===== config.mk =====
export PLATFORM = sky130hd
export DESIGN_NAME = misr32
export DESIGN_NICKNAME = d
export VERILOG_FILES = /design/src/rtl/diff_check_pkg.sv /design/src/rtl/diff_vector_checker_misr32.sv
export SDC_FILE = /design/constraint.sdc
export NUM_CORES = 1
export LEC_CHECK = 0
export CORE_AREA = 2 2 176 178
export CTS_CLUSTER_SIZE = 12
export DETAILED_ROUTE_END_ITERATION = 10
export DIE_AREA = 0 0 178 180
export PLACE_DENSITY = 0.59
export RECOVER_POWER = 100
export SYNTH_ARGS = -nofsm -noshare
export SYNTH_HDL_FRONTEND = slang
export SYNTH_SLANG_ARGS = --single-unit

===== constraint.sdc =====
create_clock -name clk -period 2.4 [get_ports clk]
set_input_delay 0.36 -clock clk [delete_from_list [all_inputs] [get_ports clk]]
set_output_delay 0.36 -clock clk [all_outputs]
set_load 0.02 [all_outputs]

===== src/rtl/diff_check_pkg.sv =====
// Shared types and arithmetic for the differential vector checker:
// FSM states, MISR polynomial, xorshift64 shift amounts, and the fold/step helpers.
package diff_check_pkg;

   typedef enum logic [2:0] {
      S_IDLE,
      S_APPLY,
      S_WAIT,
      S_CAPTURE,
      S_DONE
   } state_t;

   localparam logic [31:0] MISR_POLY = 32'h04C11DB7;

   localparam int XS_A = 13;
   localparam int XS_B = 7;
   localparam int XS_C = 17;

   // Widest output bus the fold helper accepts. Narrower buses are zero-extended
   // by the caller, which gives exactly the zero-padded last chunk.
   localparam int FOLD_MAX = 4096;

   // XOR of all 32-bit chunks of y.
   function automatic logic [31:0] fold32(input logic [FOLD_MAX-1:0] y);
      logic [31:0] f;
      f = '0;
      for (int i = 0; i < FOLD_MAX / 32; i++)
         f = f ^ y[i*32 +: 32];
      return f;
   endfunction

   // One MISR step: shift left with polynomial feedback, then absorb the fold.
   function automatic logic [31:0] misr_step(input logic [31:0] sig,
                                             input logic [31:0] fold);
      return {sig[30:0], 1'b0} ^ (sig[31] ? MISR_POLY : 32'h0) ^ fold;
   endfunction

   // xorshift64 advance: x^=x<<13; x^=x>>7; x^=x<<17.
   function automatic logic [63:0] xs_next(input logic [63:0] x);
      logic [63:0] t;
      t = x ^ (x << XS_A);
      t = t ^ (t >> XS_B);
      t = t ^ (t << XS_C);
      return t;
   endfunction

endpackage


===== src/rtl/diff_vector_checker_misr32.sv =====
// 32-bit multiple-input signature register compacting one OUT_W-bit output stream.
module misr32
   import diff_check_pkg::*;
#(
   parameter int OUT_W = 421
) (
   input  logic             clk,
   input  logic             rst,
   input  logic             clr,
   input  logic             en,
   input  logic [OUT_W-1:0] data,
   output logic [31:0]      sig
);

   logic [FOLD_MAX-1:0] ext;
   logic [31:0]         fold;

   // Zero-extend the bus to the helper width and fold it to 32 bits.
   always_comb begin
      ext              = '0;
      ext[OUT_W-1:0]   = data;
      fold             = fold32(ext);
   end

   // Signature register: reset beats clear, clear beats a capture step.
   always_ff @(posedge clk) begin
      if (rst)
         sig <= '0;
      else if (clr)
         sig <= '0;
      else if (en)
         sig <= misr_step(sig, fold);
   end

endmodule


==> impl_metrics.py, run 1 <==
metrics = {
    "timing": {
        "rsz0062_at_grt": "false",
        "timing.final.ws_setup_ns": 0.414,
        "fin_crit_ns": 1.99,
        "fin_crit_sh_pct": 82.8,
        "finalHoldViolCount": 0,
        "fmax_ghz": 0.504,
        "setup_viol": 0,
        "skew_ns": 0.00911,
        "worst_pin_slew_ns": 0.398,
        "drv_slew": 0,
        "slew_headroom_pct": 73.5,
        "fin_setup_tns_ns": 0,
    },
    "layout": {
        "mostFrequentLayoutCells": "clkdlybuf4s50_1 (399), xnor2_1 (359), xor2_1 (65)",
        "area_growth_pct": 104,
        "largest_reg_flops": 32,
        "largestRegisters": "sig: 32 flops",
        "fin_cells": 1389,
        "regMostFlops": "sig",
        "fill_cells": 3112,
        "drive_above_1_share_pct": 2.82,
        "final_common_cell": "clkdlybuf4s50_1",
        "final_cell_area_um2": 10200,
        "fin_nets": 1417,
        "diodes": 0,
    },
    "synth": {
        "synth_cells": 533,
        "ys_ff_latch": 32,
        "ys.warnings.count": 0,
        "synth_cell_types": 14,
        "syn_area_um2": 4990,
        "synth.avg_cell_area_um2": 9.36,
        "synth_nets": 958,
        "yosysSeqAreaShare_pct": 12.8,
    },
    "routing": {
        "drc": 0,
        "first_iter_violations": 75,
        "firstDrtPassIters": 4,
        "drtAntennaViolNets": 0,
        "vias": 4962,
        "wirelength_mm": 20.8,
        "drt-wirelength-per-cell_um": 15.0,
        "via_per_inst": 3.57,
    },
    "cts": {
        "cts_buffers": 5,
        "cts_setup_buffers": 0,
        "ctsHoldBuffers": 0,
        "cts-root-buf": "clkbuf_16",
        "clock_latency_ns": 0.29,
        "cts_tree": "yes",
        "clkTransAtPathRegs_ns": 0.06,
        "htree_levels": 2,
        "clock_sinks": 32,
        "clk_path_buf_depth": 2,
        "ctsResizeCount": 0,
    },
    "critical_path": {
        "crit_arrival_ns": 1.63,
        "crit_fanout": 14,
        "start_kind": "register",
        "crit_path_cell_trace": "buf_12 -> dlygate4sd3_1",
        "reg2regPathDepth": 6,
        "end_kind": "output pin",
        "r2r-end": "sig[4]",
        "r2r-start": "sig[31]",
        "path_class": "register to output pin",
        "cp.required_ns": 2.04,
        "slowest_delay_ns": 0.71,
        "cp_slowest_cell": "dlygate4sd3_1",
        "r2r_slack_ns": 0.88,
    },
    "global_routing": {
        "grt_pass1_vias": 5257,
        "grtUsageTotal_pct": 12.4,
        "grt_pass1_wl_mm": 29.5,
        "antenna_found_initial": 0,
        "grt_max_degree": 24,
        "grt_overflow_total": 0,
    },
    "outcome": {
        "status": "completed",
    },
    "placed_design": {
        "routabilityCongestion": 0.865,
        "dpl.hpwl_mm": 18.8,
        "dpl.cell_count": 1381,
        "io_buffers": 456,
        "postPlaceCellArea_um2": 10100,
        "dp_slack_ns": 0.454,
    },
    "floorplan": {
        "die_area_um2": 32000,
        "die_h_um": 180,
        "die_x_um": 178,
        "fp.coreArea_um2": 30200,
        "fp-row-count": 64,
        "start_util_pct": 16.5,
        "pin_count": 457,
    },
    "hold_path": {
        "hold_start": "en",
        "worst_hold_path.endpoint": "sig[9]",
        "hold_path_class": "input pin to register",
        "min_path_cells": 2,
    },
    "power": {
        "vdd_drop_max_mv": 0.195,
        "power_density_nw_per_um2": 416,
        "power.leakage_uw": 0.00342,
        "total_power_uw": 4230,
    },
    "run": {
        "max_cap_viol_count": 0,
    },
}
## worst max-delay path by stage
stage | start | to | slack [ns] | cells past startpoint
floorplan | sig[31] | sig[11] | 0.86 | 7
global placement | data[159] | sig[31] | 0.47 | 6
detailed placement | data[159] | sig[31] | 0.45 | 6
CTS | sig[31] | sig[31] | 0.48 | 2
global route | sig[31] | sig[31] | 0.34 | 2
finish | sig[31] | sig[31] | 0.41 | 2
## report_power, final
| group | total (µW) | switching (µW) | internal (µW) |
|---|---|---|---|
| registers | 673 | 76.4 | 596 |
| logic | 2860 | 1090 | 1780 |
| clock network | 694 | 284 | 410 |
| total | 4230 | 1450 | 2780 |
## area by class of cell
type | instances | area (µm²) | area share (%)
multi-input cells | 490 | 4260 | 41.9
repair buffers | 463 | 4620 | 45.5
well taps | 396 | 495 | 4.87
clock inverters | 2 | 10.0 | 0.0984
flip-flops and latches | 32 | 641 | 6.30
clock buffers | 6 | 139 | 1.37
## cells by family after synthesis
logic type      synth area share [%]
compound gates                  6.14
xor+xnor                        79.4
buf+inv                         1.30
flops                           12.8
simple gates                   0.301
## layer usage
layer	GRT usage [%]	share of wire, %
met1	13.3	38
met3	3.09	7.9
met5	0	0
met4	2.72	1.3
met2	24.0	53
## Yosys cell counts
cell type	count	area, µm²
a21oi_1	21	105
a22o_1	11	96.3
and2_1	1	6.26
buf_12	1	20.0
buf_6	1	11.3
clkbuf_1	9	33.8
dfxtp_1	32	641
nor2_1	1	3.75
nor3_1	1	5.00
o21ai_0	21	105
xnor2_1	355	3110
xnor2_2	9	146
xnor2_4	5	138
xor2_1	65	569
## worst max-delay path, delay by kind of cell, from the launching register on
family	cells	cell delay, ns
buffers and inverters	2	0.93
flip-flops	1	0.40
## stage by stage
step                      utilization [%]  hold slack (ns)
after global placement               33.3            0.519
final                                33.7            0.503
after global routing                 33.7            0.515
after CTS                            33.8            0.505
after detailed placement             33.3            0.530
after floorplan                         -            0.547
(Power assumes the default switching activity.)
==> run 2, diff against run 1 <==
--- a/config.mk
+++ b/config.mk
@@ -5,10 +5,10 @@
 export SDC_FILE = /design/constraint.sdc
 export NUM_CORES = 1
 export LEC_CHECK = 0
-export CORE_AREA = 2 2 176 178
+export CORE_AREA = 2 2 180 182
 export CTS_CLUSTER_SIZE = 12
 export DETAILED_ROUTE_END_ITERATION = 10
-export DIE_AREA = 0 0 178 180
+export DIE_AREA = 0 0 182 184
 export PLACE_DENSITY = 0.59
 export RECOVER_POWER = 100
 export SYNTH_ARGS = -nofsm -noshare
==> constraint.sdc (replaced) <==
create_clock -name clk -period 1.7 [get_ports clk]
set_input_delay 0.255 -clock clk [delete_from_list [all_inputs] [get_ports clk]]
set_output_delay 0.255 -clock clk [all_outputs]
set_load 0.02 [all_outputs]
==> run 2 against run 1 <==
Clock skew fell by 0.0050 ns; routed wire length rose by 2.8%; cell count rose by 1.1%; non-clock buffer count rose by 10; die area rose by 4.5%; count of clock-buffer cells in the layout did not move; highest routed layer unchanged; worst hold slack got worse by 0.10 ns; sequential cell count did not move; total power rose by 43%; register-to-register slack got worse by 0.74 ns; utilization fell by 1.1 points.
==> impl_metrics.py, run 2 (same netlist as run 1, synthesis figures left out) <==
metrics = {
    "outcome": {
        "status": "completed",
    },
    "cts": {
        "clock_latency_ns": 0.29,
        "clk_path_buf_depth": 2,
        "clock_sinks": 32,
        "cts_tree": "yes",
        "cts_buffers": 5,
        "cts-root-buf": "clkbuf_16",
        "htree_levels": 2,
        "ctsHoldBuffers": 0,
        "clkTransAtPathRegs_ns": 0.06,
        "cts_setup_buffers": 0,
    },
    "timing": {
        "fin_crit_ns": 1.67,
        "drv_slew": 0,
        "worst_pin_slew_ns": 0.382,
        "slew_headroom_pct": 74.5,
        "fmax_ghz": 0.599,
        "skew_ns": 0.00411,
        "fin_setup_tns_ns": 0,
        "fin_crit_sh_pct": 98.2,
        "hold_ws_ns": 0.401,
        "timing.final.ws_setup_ns": 0.0308,
        "setup_viol": 0,
        "rsz0062_at_grt": "false",
        "finalHoldViolCount": 0,
    },
    "placed_design": {
        "dpl.hpwl_mm": 19.3,
        "routabilityCongestion": 0.770,
        "io_buffers": 456,
        "dp_slack_ns": -0.173,
    },
    "layout": {
        "fin_nets": 1427,
        "utilization_pct": 32.6,
        "mostFrequentLayoutCells": "clkdlybuf4s50_1 (426), xnor2_1 (360), xor2_1 (65)",
        "final_common_cell": "clkdlybuf4s50_1",
        "largestRegisters": "sig: 32 flops",
        "regMostFlops": "sig",
        "drive_above_1_share_pct": 3.39,
        "diodes": 0,
        "largest_reg_flops": 32,
        "area_growth_pct": 105,
    },
    "run": {
        "max_cap_viol_count": 0,
    },
    "routing": {
        "drc": 0,
        "first_iter_violations": 58,
        "drtAntennaViolNets": 0,
        "drt-wirelength-per-cell_um": 15.2,
        "vias": 4986,
        "wirelength_mm": 21.4,
        "via_per_inst": 3.55,
        "firstDrtPassIters": 4,
    },
    "critical_path": {
        "crit_path_cell_trace": "clkdlybuf4s50_1",
        "end_kind": "output pin",
        "crit_family": "buffers and inverters",
        "cp.required_ns": 1.44,
        "cp_slowest_cell": "clkdlybuf4s50_1",
        "crit_fanout": 3,
        "crit_arrival_ns": 1.41,
        "start_kind": "register",
        "slowest_delay_ns": 0.67,
        "cp_num_buf_inv": 1,
        "path_class": "register to output pin",
    },
    "floorplan": {
        "die_h_um": 184,
        "die_area_um2": 33500,
        "fp-row-count": 65,
        "pin_count": 457,
        "die_x_um": 182,
        "fp.coreArea_um2": 31400,
        "start_util_pct": 15.9,
    },
    "power": {
        "power_density_nw_per_um2": 589,
        "vdd_drop_max_mv": 0.293,
        "power.leakage_uw": 0.00338,
    },
    "global_routing": {
        "grt_max_degree": 14,
        "grt_pass1_wl_mm": 30.2,
        "grt_pass1_vias": 5402,
        "grtUsageTotal_pct": 12.2,
        "antenna_found_initial": 0,
        "grt_overflow_total": 0,
    },
    "hold_path": {
        "hold_path_class": "input pin to register",
    },
}
[run 2: area by class of cell]
cell class                 count  area, µm²
fill                        3250      21200
timing repair buffer         473       4690
multi-input combinational    490       4250
sequential                    32        641
tap                          402        503
clock buffer                   6        129
clock inverter                 1       5.00
[run 2: repair_timing]
action | in CTS | in global routing
endpoints found under the setup margin | 2 | 3
gates resized for setup | 2 | 3
gates cloned | 0 | 0
[run 2: path summary, 6_finish.rpt]
| check | to | slack, ns | cells past startpoint | from |
|---|---|---|---|---|
| setup / recovery | sig[9] | 0.03 | 1 | sig[9] |
| hold / removal | sig[9] | 0.40 | 2 | en |
| setup reg to reg | sig[23] | 0.14 | 6 | sig[31] |
| hold reg to reg | sig[10] | 0.53 | 1 | sig[10] |
[run 2: through the flow]
| step | power, µW | area [µm²] | instances |
|---|---|---|---|
| after floorplan | 3470 | 4990 | 533 |
| after global placement | 5220 | 10100 | 1397 |
| after detailed placement | 5230 | 10100 | 1397 |
| after CTS | 6230 | 10300 | 1404 |
| after global routing | 6480 | 10200 | 1404 |
| final | 6030 | 10200 | 1404 |
[run 2: worst register-to-register path, stage by stage (launching register included)]
cell	delay, ns
dfxtp_1	0.32
clkbuf_2	0.19
xnor2_2	0.18
xnor2_1	0.30
xnor2_1	0.14
xnor2_1	0.15
a22o_1	0.18
[run 2: power by group]
part           internal, µW  switching [µW]
registers               842             109
logic                  2580            1580
clock network           534             385
[run 2: per-layer routing]
layer  wire length (µm)  share of wire [%]  GRT usage (%)  vias to the layer above
met5                  0                  0              0                        -
met4                321                1.5           3.00                        0
met3               1470                6.9           2.73                       16
met2              11100                 52           22.9                      215
met1               8450                 40           13.9                     2157
li1                   -                  -              -                     2598
